### src/rtl/id_stage_pkg.sv
// Shared decode constants for the RV32I decode stage: opcodes, operation
// encodings, immediate formats and the funct3 to ALU-op map.
package id_stage_pkg;

    localparam logic [6:0] OPC_LUI    = 7'b0110111;
    localparam logic [6:0] OPC_AUIPC  = 7'b0010111;
    localparam logic [6:0] OPC_JAL    = 7'b1101111;
    localparam logic [6:0] OPC_JALR   = 7'b1100111;
    localparam logic [6:0] OPC_BRANCH = 7'b1100011;
    localparam logic [6:0] OPC_LOAD   = 7'b0000011;
    localparam logic [6:0] OPC_STORE  = 7'b0100011;
    localparam logic [6:0] OPC_OP_IMM = 7'b0010011;
    localparam logic [6:0] OPC_OP     = 7'b0110011;

    localparam logic [31:0] NOP_INST = 32'h0000_0013;
    localparam logic [4:0]  ZERO_REG = 5'd0;
    localparam logic [31:0] ZERO     = 32'd0;

    typedef enum logic [4:0] {
        OP_ADD    = 5'd0,
        OP_SUB    = 5'd1,
        OP_SLL    = 5'd2,
        OP_SLT    = 5'd3,
        OP_SLTU   = 5'd4,
        OP_XOR    = 5'd5,
        OP_SRL    = 5'd6,
        OP_SRA    = 5'd7,
        OP_OR     = 5'd8,
        OP_AND    = 5'd9,
        OP_LUI    = 5'd10,
        OP_AUIPC  = 5'd11,
        OP_JAL    = 5'd12,
        OP_JALR   = 5'd13,
        OP_BRANCH = 5'd14
    } op_e;

    typedef enum logic [2:0] {
        FMT_NONE, FMT_R, FMT_I, FMT_S, FMT_B, FMT_U, FMT_J
    } fmt_e;

    // alt selects SUB/SRA; callers gate it so ADDI never becomes SUB
    function automatic op_e alu_op(input logic [2:0] funct3, input logic alt);
        op_e op;
        case (funct3)
            3'd0:    op = alt ? OP_SUB : OP_ADD;
            3'd1:    op = OP_SLL;
            3'd2:    op = OP_SLT;
            3'd3:    op = OP_SLTU;
            3'd4:    op = OP_XOR;
            3'd5:    op = alt ? OP_SRA : OP_SRL;
            3'd6:    op = OP_OR;
            default: op = OP_AND;
        endcase
        return op;
    endfunction

endpackage

### src/rtl/id_stage_imm.sv
// Immediate generator: builds the sign-extended immediate for the decoded
// instruction format.
module imm_gen
    import id_stage_pkg::*;
(
    input  logic [31:0] inst,
    input  fmt_e        fmt,
    output logic [31:0] imm
);

    always_comb begin
        imm = ZERO;
        case (fmt)
            FMT_I:   imm = {{20{inst[31]}}, inst[31:20]};
            FMT_S:   imm = {{20{inst[31]}}, inst[31:25], inst[11:7]};
            FMT_B:   imm = {{19{inst[31]}}, inst[31], inst[7], inst[30:25], inst[11:8], 1'b0};
            FMT_U:   imm = {inst[31:12], 12'b0};
            FMT_J:   imm = {{11{inst[31]}}, inst[31], inst[19:12], inst[20], inst[30:21], 1'b0};
            default: imm = ZERO;
        endcase
    end

endmodule

### src/rtl/id_stage.sv
// RV32I decode stage: register-file read, EX/MEM operand forwarding,
// load-use hazard detection and the ID/EX pipeline register.
module id_stage
    import id_stage_pkg::*;
#(
    parameter int XLEN = 32,
    parameter int OP_W = 5
) (
    input  logic            clk,
    input  logic            rst,
    input  logic            if_valid,
    input  logic [31:0]     if_pc,
    input  logic [31:0]     if_inst,
    input  logic            ex_stall,
    input  logic            flush,
    output logic            rf_re1,
    output logic [4:0]      rf_raddr1,
    input  logic [XLEN-1:0] rf_rdata1,
    output logic            rf_re2,
    output logic [4:0]      rf_raddr2,
    input  logic [XLEN-1:0] rf_rdata2,
    input  logic            ex_wreg,
    input  logic [4:0]      ex_waddr,
    input  logic [XLEN-1:0] ex_wdata,
    input  logic            ex_is_load,
    input  logic            mem_wreg,
    input  logic [4:0]      mem_waddr,
    input  logic [XLEN-1:0] mem_wdata,
    output logic            stall_req,
    output logic            id_valid,
    output logic [31:0]     id_pc,
    output logic [OP_W-1:0] id_op,
    output logic [2:0]      id_funct3,
    output logic [XLEN-1:0] id_rs1_val,
    output logic [XLEN-1:0] id_rs2_val,
    output logic [31:0]     id_imm,
    output logic [4:0]      id_rd,
    output logic            id_wreg,
    output logic            id_is_load,
    output logic            id_is_store,
    output logic            id_is_branch,
    output logic            id_illegal
);

    logic [6:0]      opcode;
    logic [2:0]      funct3;
    logic [4:0]      rd;
    fmt_e            fmt;
    op_e             op;
    logic            use1, use2, is_load, is_store, is_branch, illegal;
    logic            wreg, hazard;
    logic [31:0]     imm;
    logic [XLEN-1:0] rs1_val, rs2_val;

    assign opcode    = if_inst[6:0];
    assign funct3    = if_inst[14:12];
    assign rd        = if_inst[11:7];
    assign rf_raddr1 = if_inst[19:15];
    assign rf_raddr2 = if_inst[24:20];

    always_comb begin
        fmt       = FMT_NONE;
        op        = OP_ADD;
        use1      = 1'b0;
        use2      = 1'b0;
        is_load   = 1'b0;
        is_store  = 1'b0;
        is_branch = 1'b0;
        illegal   = 1'b0;
        case (opcode)
            OPC_OP: begin
                fmt  = FMT_R;
                use1 = 1'b1;
                use2 = 1'b1;
                op   = alu_op(funct3, if_inst[30]);
            end
            OPC_OP_IMM: begin
                fmt  = FMT_I;
                use1 = 1'b1;
                op   = alu_op(funct3, if_inst[30] && (funct3 == 3'd5));
            end
            OPC_LOAD: begin
                fmt     = FMT_I;
                use1    = 1'b1;
                is_load = 1'b1;
            end
            OPC_STORE: begin
                fmt      = FMT_S;
                use1     = 1'b1;
                use2     = 1'b1;
                is_store = 1'b1;
            end
            OPC_BRANCH: begin
                fmt       = FMT_B;
                use1      = 1'b1;
                use2      = 1'b1;
                is_branch = 1'b1;
                op        = OP_BRANCH;
            end
            OPC_JALR: begin
                fmt       = FMT_I;
                use1      = 1'b1;
                is_branch = 1'b1;
                op        = OP_JALR;
            end
            OPC_JAL: begin
                fmt       = FMT_J;
                is_branch = 1'b1;
                op        = OP_JAL;
            end
            OPC_LUI: begin
                fmt = FMT_U;
                op  = OP_LUI;
            end
            OPC_AUIPC: begin
                fmt = FMT_U;
                op  = OP_AUIPC;
            end
            default: illegal = 1'b1;
        endcase
    end

    imm_gen u_imm_gen (
        .inst (if_inst),
        .fmt  (fmt),
        .imm  (imm)
    );

    assign rf_re1 = if_valid & use1;
    assign rf_re2 = if_valid & use2;
    assign wreg   = ~illegal & (fmt != FMT_S) & (fmt != FMT_B) & (rd != ZERO_REG);

    // EX beats MEM; WB bypass already lives inside the register file
    assign rs1_val = (!rf_re1 || rf_raddr1 == ZERO_REG)      ? '0 :
                     (ex_wreg && ex_waddr == rf_raddr1)      ? ex_wdata :
                     (mem_wreg && mem_waddr == rf_raddr1)    ? mem_wdata : rf_rdata1;
    assign rs2_val = (!rf_re2 || rf_raddr2 == ZERO_REG)      ? '0 :
                     (ex_wreg && ex_waddr == rf_raddr2)      ? ex_wdata :
                     (mem_wreg && mem_waddr == rf_raddr2)    ? mem_wdata : rf_rdata2;

    assign hazard = if_valid & ex_is_load & ex_wreg & (ex_waddr != ZERO_REG) &
                    ((rf_re1 & (ex_waddr == rf_raddr1)) | (rf_re2 & (ex_waddr == rf_raddr2)));

    assign stall_req = rst & ~flush & (ex_stall | hazard);

    // Reset, flush and a load-use bubble all leave an empty, zeroed ID/EX slot
    always_ff @(posedge clk) begin
        if (!rst || flush || (!ex_stall && hazard)) begin
            id_valid     <= 1'b0;
            id_pc        <= '0;
            id_op        <= '0;
            id_funct3    <= '0;
            id_rs1_val   <= '0;
            id_rs2_val   <= '0;
            id_imm       <= '0;
            id_rd        <= '0;
            id_wreg      <= 1'b0;
            id_is_load   <= 1'b0;
            id_is_store  <= 1'b0;
            id_is_branch <= 1'b0;
            id_illegal   <= 1'b0;
        end else if (!ex_stall) begin
            id_valid     <= if_valid;
            id_pc        <= if_pc;
            id_op        <= OP_W'(op);
            id_funct3    <= funct3;
            id_rs1_val   <= rs1_val;
            id_rs2_val   <= rs2_val;
            id_imm       <= imm;
            id_rd        <= rd;
            id_wreg      <= wreg;
            id_is_load   <= is_load;
            id_is_store  <= is_store;
            id_is_branch <= is_branch;
            id_illegal   <= illegal;
        end
    end

endmodule

### config.mk
export PLATFORM = sky130hd
export DESIGN_NAME = id_stage
export DESIGN_NICKNAME = d
export VERILOG_FILES = /design/src/rtl/id_stage_pkg.sv /design/src/rtl/id_stage_imm.sv /design/src/rtl/id_stage.sv
export SDC_FILE = /design/constraint.sdc
export NUM_CORES = 1
export LEC_CHECK = 0
export CAP_MARGIN = 10
export CORE_AREA = 2 2 143 145
export CTS_CLUSTER_DIAMETER = 60
export DETAILED_ROUTE_END_ITERATION = 10
export DIE_AREA = 0 0 145 147
export PLACE_DENSITY = 0.74
export SKIP_LAST_GASP = 1
export SLEW_MARGIN = 30
export SYNTH_ARGS = -nofsm -noshare
export SYNTH_HDL_FRONTEND = slang
export SYNTH_SLANG_ARGS = --single-unit
### constraint.sdc
create_clock -name clk -period 3.5 [get_ports clk]
set_clock_uncertainty 0.15 [all_clocks]
set_input_delay 1.05 -clock clk [delete_from_list [all_inputs] [get_ports clk]]
set_output_delay 1.05 -clock clk [all_outputs]
set_load 0.02 [all_outputs]
# Word level (Yosys, flattened, before mapping)

Index checks and enable logic that the tools add are counted.

Bitwise gates (word level): 16
Equality and inequality tests: 26
Reduce and logical (&&, ||, !) cells: 25
Muxes and demuxes: 21

Operator list:

| kind                                                                    | number |
|---|---|
| 32-bit 2-to-1 mux                                                       | 6 |
| 32-bit one-hot mux with 5 select lines                                  | 1 |
| 4-bit one-hot mux with 7 select lines                                   | 3 |
| 7-bit by 6-bit == test with 1-bit output, second input constant         | 3 |
| 7-bit == test, second input constant                                    | 3 |
| 5-bit == test                                                           | 4 |
| 3-bit == test, second input constant                                    | 6 |
| 3-bit one-hot mux with 6 select lines                                   | 1 |
| 7-bit by 5-bit == test with 1-bit output, second input constant         | 2 |
| 1-bit bitwise AND                                                       | 13 |
| 3-bit by 2-bit == test with 1-bit output, second input constant         | 4 |
| 5-bit zero test                                                         | 2 |
| 1-bit 2-to-1 mux                                                        | 10 |
| 5-bit nonzero test                                                      | 2 |
| 3-bit OR reduction                                                      | 3 |
| 9-bit OR reduction                                                      | 1 |
| 7-bit by 2-bit == test with 1-bit output, second input constant         | 1 |
| 1-bit logical AND                                                       | 6 |
| 6-bit OR reduction                                                      | 1 |
| 1-bit zero test                                                         | 4 |
| 1-bit logical OR                                                        | 4 |
| 3-bit by 1-bit == test with 1-bit output, second input constant         | 1 |
| 3-bit zero test                                                         | 1 |
| 3-bit by 2-bit inequality test with 1-bit output, second input constant | 1 |
| 4 further kinds                                                         | 5 |

Word-level logic and storage cells: 101
Register bits: 147
Input bits: 210
Output and inout port bits: 160

# Longest topological paths before layout

Depth after elaboration: 9
Mapped depth: 8
Depth with buffers taken out: 5

# Hierarchy

A second synthesis with hierarchy kept.

Cells, all modules: 851
Area, all modules: 7797.5 um2

By module, submodules not included:

| module   | seq. area each (um2) | cells an instance | area each (um2) | times used |
|---|---|---|---|---|
| id_stage | 2922.8               | 761               | 7138.1          | 1 |
| imm_gen  | 0.0                  | 90                | 659.4           | 1 |

# Least setup slack after synthesis

No wires, ideal clock.

Kind: in2out
From: input if_inst[3]
To: output stall_req
Arrival time: 2.591 ns
Stages: 5
Required time: 2.300 ns
Buffers on the path: 1
Slack: -0.291 ns
Cells stage by stage: buf_2 nand4bb_1 a211oi_2 nand4_2 a31oi_1

Cells in the longest elaborated chain, start to end: 9
Elaborated cells on any way between the ends: 18

RTL lines:

| element                                                                   | line            | source |
|---|---|---|
| start, declared                                                           | id_stage.sv:13  | `input logic [31:0] if_inst,` |
| 7-bit by 6-bit == test with 1-bit output or 7-bit == test (tied branches) | id_stage.sv:70  | `case (opcode)` |
| 3-bit OR reduction (no source line) (*)                                   | -               |  |
| 1-bit 2-to-1 mux (*)                                                      | id_stage.sv:70  |  |
| 1-bit bitwise AND (*)                                                     | id_stage.sv:130 | `assign rf_re2 = if_valid & use2;` |
| named net rf_re2                                                          | id_stage.sv:19  | `output logic rf_re2,` |
| 1-bit bitwise AND (*)                                                     | id_stage.sv:142 | `((rf_re1 & (ex_waddr == rf_raddr1)) \| (rf_re2 & (ex_waddr == rf_raddr2)));` |
| 1-bit bitwise OR (*)                                                      | id_stage.sv:142 |  |
| 1-bit bitwise AND (*)                                                     | id_stage.sv:141 | `assign hazard = if_valid & ex_is_load & ex_wreg & (ex_waddr != ZERO_REG) &` |
| 1-bit bitwise OR (*)                                                      | id_stage.sv:144 | `assign stall_req = rst & ~flush & (ex_stall \| hazard);` |
| 1-bit bitwise AND (*)                                                     | id_stage.sv:144 |  |
| end, declared                                                             | id_stage.sv:29  | `output logic stall_req,` |

Mark *: on every way through the listed nets, which the timed path passes. The rest lies on a longest branch.

# Worst setup path after layout

From: input if_inst[6]
To: output stall_req

Cells in the longest elaborated chain, start to end: 9
Elaborated cells on any way between the ends: 18

RTL lines:

| element                                                                   | line |
|---|---|
| 7-bit by 5-bit == test with 1-bit output (tied with other cells)          | id_stage.sv:70 |
| 6-bit OR reduction (no source line) or 3-bit OR reduction (tied branches) | - |
| 1-bit 2-to-1 mux                                                          | id_stage.sv:70 |
| 1-bit bitwise AND, on equally long branches                               | id_stage.sv:129, id_stage.sv:130 |
| 1-bit bitwise AND                                                         | id_stage.sv:142 |
| 1-bit bitwise OR (*)                                                      | id_stage.sv:142 |
| 1-bit bitwise AND (*)                                                     | id_stage.sv:141 |
| 1-bit bitwise OR (*)                                                      | id_stage.sv:144 |
| 1-bit bitwise AND (*)                                                     | id_stage.sv:144 |

Mark *: on every way between the ends. The rest lies on a longest branch, timed or not.

==> Implementation_results.wiki <==
{| class="wikitable"
! Metric !! Value
|-
| Avg Cell Area, Syn || 8.34 um^2
|-
| Series of cell instances along the critical path || buf_6 > or2_4 > a2111oi_4 > nand4_2 > a31oi_4 > buf_6
|-
| LEAKAGE || 0.00454 uW
|-
| Buffer depth of the longest clock path || 2
|-
| Total Routed Length || 33.5 mm
|-
| Count of buffers from port buffering || 368
|-
| Origin of the worst min-delay path || id_imm[1]$_SDFFE_PP0N_
|-
| Hold Path Stages || 2
|-
| Proportion of synthesized chip area in sequential cells || 37.9%
|-
| Critical path data arrival time || 2350 ps
|-
| Number of different library cells in the post-synthesis netlist || 65
|-
| Most crowded layer after global routing || met2
|-
| Final worst hold slack || 305 ps
|-
| Kind of cell adding the most delay to the critical path || compound AO/OA/AOI/OAI gates
|-
| Filler Cells Inserted || 1710
|-
| WHS Endpoint || id_imm[1]$_SDFFE_PP0N_
|-
| H-tree lvl count || 4
|-
| Number of CTS-inserted buffers || 17
|-
| Final Max Slew Viols || 0
|-
| Met2 track demand over resource || 52.0%
|-
| Worst Tran Pin Value || 689 ps
|-
| Maximum clock frequency || 282 MHz
|-
| 1st-pass router iterations || 6
|-
| Depth of the worst register-to-register path || 3
|-
| Total setup violations reported at the end of the flow || 1
|-
| Final antenna-violating net count || 0
|-
| Effective utilization at floorplan || 38.8%
|-
| Switching share of power || 28.0%
|-
| Crit path largest cell delay || 400 ps
|-
| Clock tree root buffer cell || clkbuf_16
|-
| Area of the die || 21300 um^2
|-
| Unrepaired setup endpoints after global routing || true
|-
| Pwr Total || 4260 uW
|-
| Async set-or-reset flop fraction in the synthesized netlist || 0%
|-
| Post-synthesis register bit count || 146
|-
| Top fanout value on the critical path || 2
|-
| Launching element type of the critical path || input port
|-
| Met1 global-route usage || 36.7%
|-
| Final hold violation count || 0
|-
| Average detailed-routed wire length per instance || 21.4 um
|-
| Number of DRC markers in iteration 0 || 690
|-
| Area added between synthesis and finish || 63.7%
|-
| Core region area || 19800 um^2
|-
| Kind of end point of the critical path || output pin
|-
| Result of the run || complete, but fails checks
|-
| Cell seen most often among critical-path stages || buf_6
|-
| Remaining routing DRC violations || 0
|-
| Per-cell via count in the routed design || 5.73
|-
| Buffering stage count on the worst path with inverters included || 2
|-
| Clock transition time at the flip-flop clock pins of the worst setup and hold paths || 60 ps
|-
| NumNets Final || 1489
|-
| Internal power || 3060 uW
|-
| Number of top-level design ports || 370
|-
| Cell area after placement || 12000 um^2
|-
| Most used flip-flop cell after synthesis || dfxtp_1
|-
| Period utilisation layout || 101%
|-
| TritonCTS clock tree || built
|-
| Global route total overflow || 0
|-
| Horizontal extent of the die || 145 um
|-
| Startpoint-to-endpoint class of the critical path || in2out
|-
| Post-layout min period || 3550 ps
|-
| Clk Latency, worst-skew pair || 420 ps
|-
| Utilization after layout || 63.5%
|-
| Dpl hpwl || 25.0 mm
|-
| Layout cell share with drive strength beyond 1 || 11.5%
|-
| Startpoint of the worst register-to-register path || id_imm[9]$_SDFFE_PP0N_
|-
| Via total after detailed routing || 8964
|-
| Final weighted congestion in routability-driven placement || 0.901
|-
| Height of the chip || 147 um
|-
| Wire length of the first global-routing pass || 51.5 mm
|-
| Cell area after technology mapping || 7700 um^2
|-
| Vias in the first global route || 8713
|-
| Total routing resource utilization after global routing || 30.8%
|-
| Required time worst endpoint || 2300 ps
|-
| Power per cell area || 338 nW/um^2
|-
| Post-synth EDFFs || 0
|-
| Maxcap violations || 0
|-
| Pin count of the biggest net entering global routing || 65
|-
| Sequential share of power || 39.7%
|-
| Net switching power of the design || 1190 uW
|-
| Relative contribution of the clock network to total power || 42.7%
|-
| Net count after synthesis || 1134
|-
| Violated checks || negative setup slack
|-
| Clock tree sinks || 146
|-
| Instance count of the mapped netlist || 924
|-
| HP Class || reg2reg
|-
| GR Layer Usage met3 || 8.48%
|-
| Yosys warning total || 0
|-
| Number of antenna violations at the first check in global routing || 2
|-
| Non-Filler Cell Area, Final || 12600 um^2
|-
| Least setup slack across all paths after layout || -52.1 ps
|-
| Worst-case register-to-register setup slack || 2540 ps
|-
| Worst supply voltage drop on vdd || 289 uV
|-
| Power share of the combinational group || 17.6%
|-
| Worst r2r dst || id_imm[9]$_SDFFE_PP0N_
|-
| # rows || 52
|-
| Critical Path Slowest Stage Cell || a2111oi_4
|-
| Worst relative slew slack || 54.1%
|}
registers in the layout (all words and copies together), names as in the netlist:
name and count:
id_rs2_val 32, id_wreg 1, id_is_load 1, id_pc 32, id_imm 32, id_valid 1
id_rs1_val 32, id_illegal 1, id_is_store 1, id_rd 5, id_op 4, id_funct3 3
id_is_branch 1
synthesized netlist by cell type (6+ instances only):
cell type	number	share of area, %
and3_1	38	3.1
a31oi_1	8	0.65
buf_4	12	1.2
dfxtp_1	146	38
nand3_1	37	2.4
o311ai_1	29	3.3
a22o_1	43	4.9
nor2_1	72	3.5
nor3_1	14	0.91
a32oi_1	7	0.80
clkbuf_1	75	3.7
nand3b_1	32	3.1
o31ai_1	32	3.1
a211oi_1	73	7.1
o21ai_0	31	2.0
a21boi_0	40	3.9
buf_2	14	0.91
and2_1	10	0.81
a21oi_1	16	1.0
inv_1	9	0.44
xor2_1	14	1.6
xnor2_1	6	0.68
nand2_1	97	4.7
power by group through the flow:
stage	registers (uW)	logic [uW]	clock network (uW)
2_1_floorplan	1750	269	0
3_3_place_gp	1730	736	0
3_5_place_dp	1730	739	0
4_1_cts	1690	744	1840
5_1_grt	1690	793	1910
6_report	1690	751	1820
worst reg2reg max path: cells and delay by family, from the launching register on:
family | cells | cell delay, ps
flops | 1 | 310
simple gates | 2 | 210
compound gates | 1 | 150
cell families after synthesis:
logic type / synth area share [%]
AOI/OAI and AO/OA: 29.7
xor gates and xnor gates: 2.27
buffers and inverters: 6.92
DFF: 37.9
muxes: 0.520
other: 0.0487
and+or+nand+nor: 22.6
final cells by class:
cell class                      instances  area [um^2]  area share [%]
Antenna cell                            3         7.51          0.0595
Clock buffer                           17          425            3.37
Clock inverter                         15          148            1.17
Inverter                                9         33.8           0.268
Multi-Input combinational cell        661         4370            34.7
Sequential cell                       146         2920            23.2
Tap cell                              270          338            2.68
Timing Repair Buffer                  444         4360            34.6
routing by layer:
metal  wire length [um]  up-vias
met5                  0        -
met4               1390        0
met3               2910       73
met2              16100      480
met1              13100     4270
li1                   -     4141
stage by stage:
stage	setup TNS, ps	instances	setup WS, ps
global placement	-2120	1526	-930
CTS	-38.2	1561	-38.2
global route	-86.4	1564	-86.4
floorplan	-130	924	-130
detailed placement	-2220	1526	-932
finish	-52.1	1565	-52.1
worst max path at each step:
stage                     start   endpoint  slack, ps  cells after the start
detailed placement   if_inst[6]  stall_req       -930                      6
CTS                 if_inst[17]  stall_req        -40                      6
floorplan            if_inst[6]  stall_req       -130                      4
global placement     if_inst[6]  stall_req       -930                      6
finish               if_inst[6]  stall_req        -50                      6
global route         if_inst[6]  stall_req        -90                      6
timing repair:
item	4_1_cts	5_1_grt
pin swaps	12	5
buffers inserted	3	1
gates resized for setup	58	10
hold buffers	0	0
endpoints found under the setup margin	13	2
cells in the final DEF (no fill, tap or decap), types with 3 or more instances in the layout:
cell               n
dfxtp_1          146
nand3_1           36
inv_6              6
mux2i_1            4
nor3_1            13
dlygate4sd2_1     17
a31oi_1            7
buf_2              3
o31ai_1           32
clkinvlp_4         3
a21boi_0          40
a211oi_1          73
xnor2_1            5
clkinv_4           3
a32oi_1            7
inv_1              9
and3_1            37
a21oi_1           14
nor2_1            70
buf_6              6
clkdlybuf4s50_1  339
nand4_1            5
nor2b_1            4
diode_2            3
nor4_1             4
clkbuf_16         17
and2_1             9
buf_4             63
o311ai_1          29
o21ai_0           31
o311ai_0           3
nand2_1           96
buf_12            11
nand3b_1          32
xor2_1            12
a22o_1            43
Note: power is estimated with default switching activity, not from simulation.
